`config.mk`:
```
export PLATFORM = sky130hd
export DESIGN_NAME = pipeline_hazard_ctrl
export DESIGN_NICKNAME = d
export VERILOG_FILES = /design/src/rtl/pipeline_hazard_ctrl.sv
export SDC_FILE = /design/constraint.sdc
export NUM_CORES = 1
export LEC_CHECK = 0
export ABC_AREA = 0
export CAP_MARGIN = 20
export CORE_UTILIZATION = 34
export DETAILED_ROUTE_END_ITERATION = 16
export GPL_ROUTABILITY_DRIVEN = 0
export PLACE_DENSITY = 0.82
export SKIP_LAST_GASP = 1
export SLEW_MARGIN = 20
export SYNTH_ARGS = -nofsm -noshare
export SYNTH_HDL_FRONTEND = slang
export SYNTH_SLANG_ARGS = --single-unit
```
`constraint.sdc`:
```
create_clock -name clk -period 2.1 [get_ports clk]
set_input_delay 0.21 -clock clk [delete_from_list [all_inputs] [get_ports clk]]
set_output_delay 0.21 -clock clk [all_outputs]
set_load 0.05 [all_outputs]
```
`src/rtl/pipeline_hazard_ctrl.sv`:
```
// Hazard/stall sequencer for the 5-stage MIPS pipeline: load-use bubbles, EX branch flushes, data-memory waits.
// Optional performance counters are compiled in when HAZARD_PERF_CNT_EN is defined.
module pipeline_hazard_ctrl #(
  parameter int LOAD_USE_STALLS = 1
) (
  input  logic       clk,
  input  logic       reset,
  input  logic [4:0] id_rs,
  input  logic [4:0] id_rt,
  input  logic       id_uses_rt,
  input  logic       ex_mem_read,
  input  logic [4:0] ex_rt,
  input  logic       ex_branch_taken,
  input  logic       mem_req,
  input  logic       mem_ready,
  output logic       pc_write,
  output logic       if_id_write,
  output logic       if_id_flush,
  output logic       id_ex_write,
  output logic       id_ex_flush,
  output logic       ex_mem_write,
  output logic       mem_wb_flush
`ifdef HAZARD_PERF_CNT_EN
  ,
  output logic [31:0] stall_cycles,
  output logic [31:0] flush_events
`endif
);

  typedef enum logic [1:0] {RUN, LU_STALL, MEM_WAIT} state_t;

  // Strobe vector order: {pc_write, if_id_write, if_id_flush, id_ex_write, id_ex_flush, ex_mem_write, mem_wb_flush}
  localparam logic [6:0] STB_NOMINAL = 7'b1101010;
  localparam logic [6:0] STB_BRANCH  = 7'b1111110;
  localparam logic [6:0] STB_FREEZE  = 7'b0000001;
  localparam logic [6:0] STB_BUBBLE  = 7'b0001110;
  localparam logic [6:0] STB_RESET   = 7'b0010101;
  localparam logic [1:0] LU_INIT     = 2'(LOAD_USE_STALLS - 1);

  state_t     state, state_nxt;
  logic [1:0] lu_cnt, lu_cnt_nxt;
  logic       ret_state, ret_state_nxt;   // 1 = return to LU_STALL, 0 = return to RUN
  logic [6:0] strobes;
  logic       branch_flush;
  logic       lu, mw;
  logic       active, as_lu, mw_eff;

  assign lu = ex_mem_read && (ex_rt != 5'd0) &&
              ((ex_rt == id_rs) || (id_uses_rt && (ex_rt == id_rt)));
  assign mw = mem_req && !mem_ready;

  always_comb begin
    state_nxt     = state;
    lu_cnt_nxt    = lu_cnt;
    ret_state_nxt = ret_state;
    strobes       = STB_NOMINAL;
    branch_flush  = 1'b0;
    active        = 1'b1;
    as_lu         = 1'b0;
    mw_eff        = mw;

    // MEM_WAIT replays the interrupted state once the memory completes.
    case (state)
      LU_STALL: as_lu = 1'b1;
      MEM_WAIT: begin
        active = mem_ready;
        as_lu  = ret_state;
        mw_eff = 1'b0;
      end
      default: as_lu = 1'b0;
    endcase

    if (!active) begin
      strobes = STB_FREEZE;
    end else if (mw_eff) begin
      strobes       = STB_FREEZE;
      ret_state_nxt = as_lu;
      state_nxt     = MEM_WAIT;
    end else if (as_lu) begin
      strobes    = STB_BUBBLE;
      lu_cnt_nxt = lu_cnt - 2'd1;
      state_nxt  = (lu_cnt == 2'd1) ? RUN : LU_STALL;
    end else if (ex_branch_taken) begin
      strobes      = STB_BRANCH;
      branch_flush = 1'b1;
      state_nxt    = RUN;
    end else if (lu) begin
      strobes = STB_BUBBLE;
      if (LOAD_USE_STALLS > 1) begin
        lu_cnt_nxt = LU_INIT;
        state_nxt  = LU_STALL;
      end else begin
        state_nxt = RUN;
      end
    end else begin
      state_nxt = RUN;
    end

    // Reset overrides the strobes without waiting for a clock edge.
    if (reset) begin
      strobes      = STB_RESET;
      branch_flush = 1'b0;
    end
  end

  assign {pc_write, if_id_write, if_id_flush, id_ex_write,
          id_ex_flush, ex_mem_write, mem_wb_flush} = strobes;

  always_ff @(posedge clk or posedge reset) begin
    if (reset) begin
      state     <= RUN;
      lu_cnt    <= 2'd0;
      ret_state <= 1'b0;
    end else begin
      state     <= state_nxt;
      lu_cnt    <= lu_cnt_nxt;
      ret_state <= ret_state_nxt;
    end
  end

`ifdef HAZARD_PERF_CNT_EN
  always_ff @(posedge clk or posedge reset) begin
    if (reset) begin
      stall_cycles <= 32'd0;
      flush_events <= 32'd0;
    end else begin
      if (!pc_write && (stall_cycles != 32'hFFFF_FFFF))
        stall_cycles <= stall_cycles + 32'd1;
      if (branch_flush && (flush_events != 32'hFFFF_FFFF))
        flush_events <= flush_events + 32'd1;
    end
  end
`else
  logic unused_perf;
  assign unused_perf = branch_flush;
`endif

endmodule

```
Yosys cells after proc, flatten, opt, wreduce, memory -nomap -nowiden
Index checks and enable logic that the tools add are counted.

Output and inout port bits: 7. ROM bits: 0. Bits in latches: 0. Memory bits (writable): 0. Bits in registers: 5. Memories: 0.

Bitwise operators: 1. Add/subtract/negate cells: 1. $mul: 0. Reduce and logical (&&, ||, !) cells: 9. Mux-type cells: 12. $lt $le $gt $ge: 0. Equality and inequality tests: 5. Shifts and indexed selects: 0. Div/mod/pow operators: 0.

Operators with widths (number): 7-bit two-way mux (6); 5-bit == test (2); 5-bit nonzero test (1); 2-bit by 1-bit == test with 1-bit output (second input constant) (2); 1-bit logical AND (4); 1-bit two-way mux (4); 3-bit AND reduction (1); 2-bit == test (second input constant) (1); 2-bit two-way mux (1); 1-bit case mux with 2 select lines (1); 2-bit AND reduction (1); 2-bit by 1-bit subtractor with 2-bit output (second input constant) (1); 1-bit zero test (1); 1-bit logical OR (1); 1-bit inverter (1).

Longest topological paths before layout
Depth in word-level cells: 10. Depth in mapped cells: 7. Gate-level depth less buffers: 6.

Least setup slack after synthesis
No wires, ideal clock.

Kind: register to output. Start point: register state[0]. End point: output pc_write. Arrival time: 2.483 ns. Path slack: -0.593 ns. Required time: 1.890 ns. Stages on the path, launching flop included: 8. Cells stage by stage: dfrtp_1 > inv_1 > ha_1 > nor2_1 > nor2_1 > nor2_1 > o311a_1 > buf_4.

Longest elaborated chain between the ends: 6. Elaborated cells between the ends (all ways): 9. Those cells by class: eq/ne (2); mux (7).

Ends and longest elaborated chain: from (decl) (RTL line 40) `state_t state, state_nxt;`; from (signal assigned) (RTL line 115) `state <= state_nxt;`; 2-bit == test / 2-bit by 1-bit == test with 1-bit output (equally long branches) (RTL line 63) `case (state)`; 1-bit case mux with 2 select lines (RTL line 63); 7-bit two-way mux (RTL line 79) `end else if (as_lu) begin`; 7-bit two-way mux (RTL line 75) `end else if (mw_eff) begin`; 7-bit two-way mux (*) (RTL line 73) `if (!active) begin`; 7-bit two-way mux (*) (RTL line 100) `if (reset) begin`; to (decl) (RTL line 16) `output logic pc_write,`.

Mark *: on every way between the ends. The rest lies on a longest branch, timed or not.

Worst setup path in the final report
Start point: register state[0]. End point: output id_ex_flush.

Longest elaborated chain between the ends: 6. Elaborated cells between the ends (all ways): 9. Those cells by class: eq/ne (2); mux (7).

Ends and longest elaborated chain: 2-bit == test / 2-bit by 1-bit == test with 1-bit output (equally long branches) (RTL line 63); 1-bit case mux with 2 select lines (RTL line 63); 7-bit two-way mux (RTL line 79); 7-bit two-way mux (RTL line 75); 7-bit two-way mux (*) (RTL line 73); 7-bit two-way mux (*) (RTL line 100); to (decl) (RTL line 20) `output logic id_ex_flush,`.

Marked as above.

==> impl_results.rst <==
.. list-table::
   :header-rows: 1

   * - Metric
     - Value
   * - Relative max-transition margin
     - 0.802
   * - Data arrival, critical path
     - 1.78 ns
   * - First-pass GRT wire length
     - 1990 um
   * - Count of non-filler cells in the finished layout
     - 100
   * - Mean instance size in the synthesized netlist
     - 8.43 um^2
   * - Ratio of cells with drive above 1 in the final layout
     - 0.244
   * - Grt total ovfl
     - 0
   * - Kind of start point of the critical path
     - register
   * - Gate count after technology mapping
     - 54
   * - Later-pin clock latency in the skew report
     - 0.26 ns
   * - Hold Path Class
     - primary input to async pin
   * - Primary FF master, synth
     - dfrtp_1
   * - Detailed-router iteration count before antenna repair
     - 4
   * - Detail Placement HPWL
     - 1050 um
   * - Hold Fails Final Rpt
     - 0
   * - Highest ir drop seen on vdd
     - 371 uV
   * - Hold-fix buffer count after cts
     - 0
   * - Maximum fanout encountered on the critical timing path
     - 5
   * - Htree depth
     - 1
   * - Nets
     - 112
   * - Area overhead of the layout relative to synthesis
     - 96.7%
   * - Vias
     - 500
   * - Reg-to-reg startpoint
     - state[0]
   * - Critical path class
     - register to output port
   * - GRT Resource Usage Total
     - 0.209
   * - Post-Route Setup TNS
     - 0 ns
   * - Die footprint
     - 1490 um^2
   * - Worst EP required
     - 1.89 ns
   * - Setup repair after global routing missed its margin
     - no
   * - Total power draw
     - 0.423 mW
   * - Crit-path cells
     - inv_1 > ha_2 > nor2_1 > or2_2 > o21ai_1 > o311ai_4 > buf_12
   * - Cell area after synthesis
     - 455 um^2
   * - Post-Place Worst Slack
     - -0.0240 ns
   * - Power Density
     - 472 nW/um^2
   * - Detailed Route Iter0 Violations
     - 5
   * - Diodes inserted
     - 0
   * - Initial cell density of the core
     - 0.389
   * - Worst clock skew
     - 0.0103 ns
   * - Leading area contributor after synthesis
     - dfrtp_1
   * - Number of synthesized flops with an enable pin
     - 0
   * - Die X
     - 38.6 um
   * - Clock sink count
     - 5
   * - Largest stage delay, worst path
     - 0.40 ns
   * - Fraction of post-synthesis cell area in the top cell type by area
     - 0.275
   * - Register bit count reported by yosys
     - 5
   * - Crit. End Element
     - output port
   * - Status
     - finished, final reports clean
   * - Number of antenna violations at the first check in global routing
     - 0
   * - Worst R2R Path Depth
     - 6
   * - Setup violations, final
     - 0
   * - Share of async-settable or async-resettable flops after synthesis
     - 1.00
   * - Number of top-level design ports
     - 29
   * - Buffers on Ports
     - 28
   * - Reg2reg end
     - lu_cnt[1]
   * - Post-Place Cells
     - 96
   * - Antenna-violating nets left
     - 0
   * - Deepest clock path buffer count
     - 2
   * - Detail-routed net length per standard cell
     - 13.0 um
   * - PnR worst setup slack
     - 0.111 ns
   * - Via count of the first global-routing pass
     - 479
   * - Final routed DRC violation total
     - 0
   * - Final wirelength
     - 1300 um
   * - CTS tree
     - yes
   * - Core area
     - 1170 um^2
   * - Number of warnings printed during yosys synthesis
     - 0
   * - Sequential cell area fraction in the yosys report
     - 0.275
   * - Setup slack of the most critical reg-to-reg path
     - 0.44 ns
   * - Main area contributors after synthesis
     - dfrtp_1 27%, xor2_1 17%, ha_1 8.2%
   * - Vertical die dimension
     - 38.6 um
   * - Placement row count
     - 12
   * - Largest net degree at the start of global routing
     - 8
   * - Worst-margin pin slew
     - 0.296 ns
   * - Post-route minimum period
     - 1.99 ns
   * - Reported max-cap violation count
     - 0
   * - Via-to-Cell Ratio
     - 5.00
   * - Register clock-pin slew on the reported worst setup and hold paths
     - 0.05 ns
   * - Clk Tree Root Cell
     - clkbuf_4
   * - Cell variety after synth
     - 21
   * - Achievable clock frequency
     - 503 MHz
   * - CP max-delay cell
     - dfrtp_1
   * - Leakage dissipation
     - 0.433 nW
   * - Number of pins exceeding their max-slew limit in the final report
     - 0
   * - Number of buffers inserted during clock tree synthesis
     - 3
   * - Post-synth net total
     - 79
   * - Util after Layout
     - 0.765
   * - Post-route clock period utilization
     - 0.947
[layout by cell type, fill, tap and decap left out, types with 2 or more instances in the layout]
| cell type | n |
|---|---|
| dfrtp_1 | 5 |
| nor2_1 | 6 |
| inv_1 | 5 |
| dlymetal6s2s_1 | 7 |
| ha_1 | 2 |
| or2_2 | 2 |
| buf_4 | 3 |
| buf_12 | 6 |
| o21ai_1 | 2 |
| xnor2_1 | 2 |
| clkdlybuf4s50_1 | 14 |
| clkbuf_4 | 3 |
| nand2_1 | 5 |
| xor2_1 | 9 |
[worst max path at each step]
stage	from	to	slack, ns
6_report	state[0]	id_ex_flush	0.11
5_1_grt	state[0]	id_ex_flush	0.02
3_5_place_dp	ex_rt[3]	pc_write	-0.02
2_1_floorplan	state[0]	pc_write	-0.15
3_3_place_gp	ex_rt[3]	if_id_write	0.004
4_1_cts	ex_rt[2]	id_ex_flush	0.01
[power breakdown]
| group | switching, mW | leakage [nW] | internal, mW |
|---|---|---|---|
| clock network | 0.0502 | 0.0150 | 0.0725 |
| logic | 0.0912 | 0.351 | 0.0998 |
| registers | 0.00516 | 0.0673 | 0.104 |
| total | 0.147 | 0.433 | 0.277 |
[synthesized netlist by cell type, types with 2 or more instances]
| cell | instances |
|---|---|
| xor2_1 | 9 |
| nor2_1 | 7 |
| dfrtp_1 | 5 |
| inv_1 | 5 |
| nand2_1 | 5 |
| ha_1 | 3 |
| o21ai_0 | 3 |
| buf_4 | 2 |
| or2_2 | 2 |
| xnor2_1 | 2 |
[cells by family after synthesis]
group,Yosys count,synth area share
AO/OA/AOI/OAI,8,0.118
adder cells (fa/ha/maj),3,0.0824
buffers and inverters,7,0.0742
XOR/XNOR,11,0.212
AND/OR/NAND/NOR,18,0.192
multiplexers,2,0.0467
flip-flops,5,0.275
[area by class of cell]
cell class | count | area (um^2)
Clock buffer | 4 | 26.3
Fill cell | 88 | 275
Inverter | 5 | 18.8
Multi-Input combinational cell | 42 | 338
Sequential cell | 5 | 125
Tap cell | 14 | 17.5
Timing Repair Buffer | 30 | 370
[timing repair]
action	in CTS	in global routing
gates resized for setup	0	13
buffers inserted	0	0
pin swaps	1	3
setup endpoints to repair	2	3
[metal layers]
layer	vias up	share of wire	track usage
li1	245	-	-
met1	224	0.36	0.214
met2	24	0.52	0.338
met3	7	0.065	0.0405
met4	0	0.051	0.216
met5	-	0	0
[metrics by stage]
| stage | area, um^2 | hold slack [ns] |
|---|---|---|
| finish | 896 | 0.238 |
| global route | 896 | 0.267 |
| CTS | 848 | 0.231 |
| detailed placement | 822 | 0.489 |
| global placement | 822 | 0.467 |
| floorplan | 467 | 0.0120 |
[flip-flops by register name (all words and copies together), names as in the netlist]
register	flops
lu_cnt	2
ret_state	1
state	2
[worst max-delay path, delay by kind of cell (launching register included)]
kind	cells	cell delay, ns
simple gates	2	0.36
compound gates	2	0.29
buf+inv	2	0.25
fa+ha+maj	1	0.22
flops	1	0.40
No activity file was read; power rests on OpenSTA's default activity.
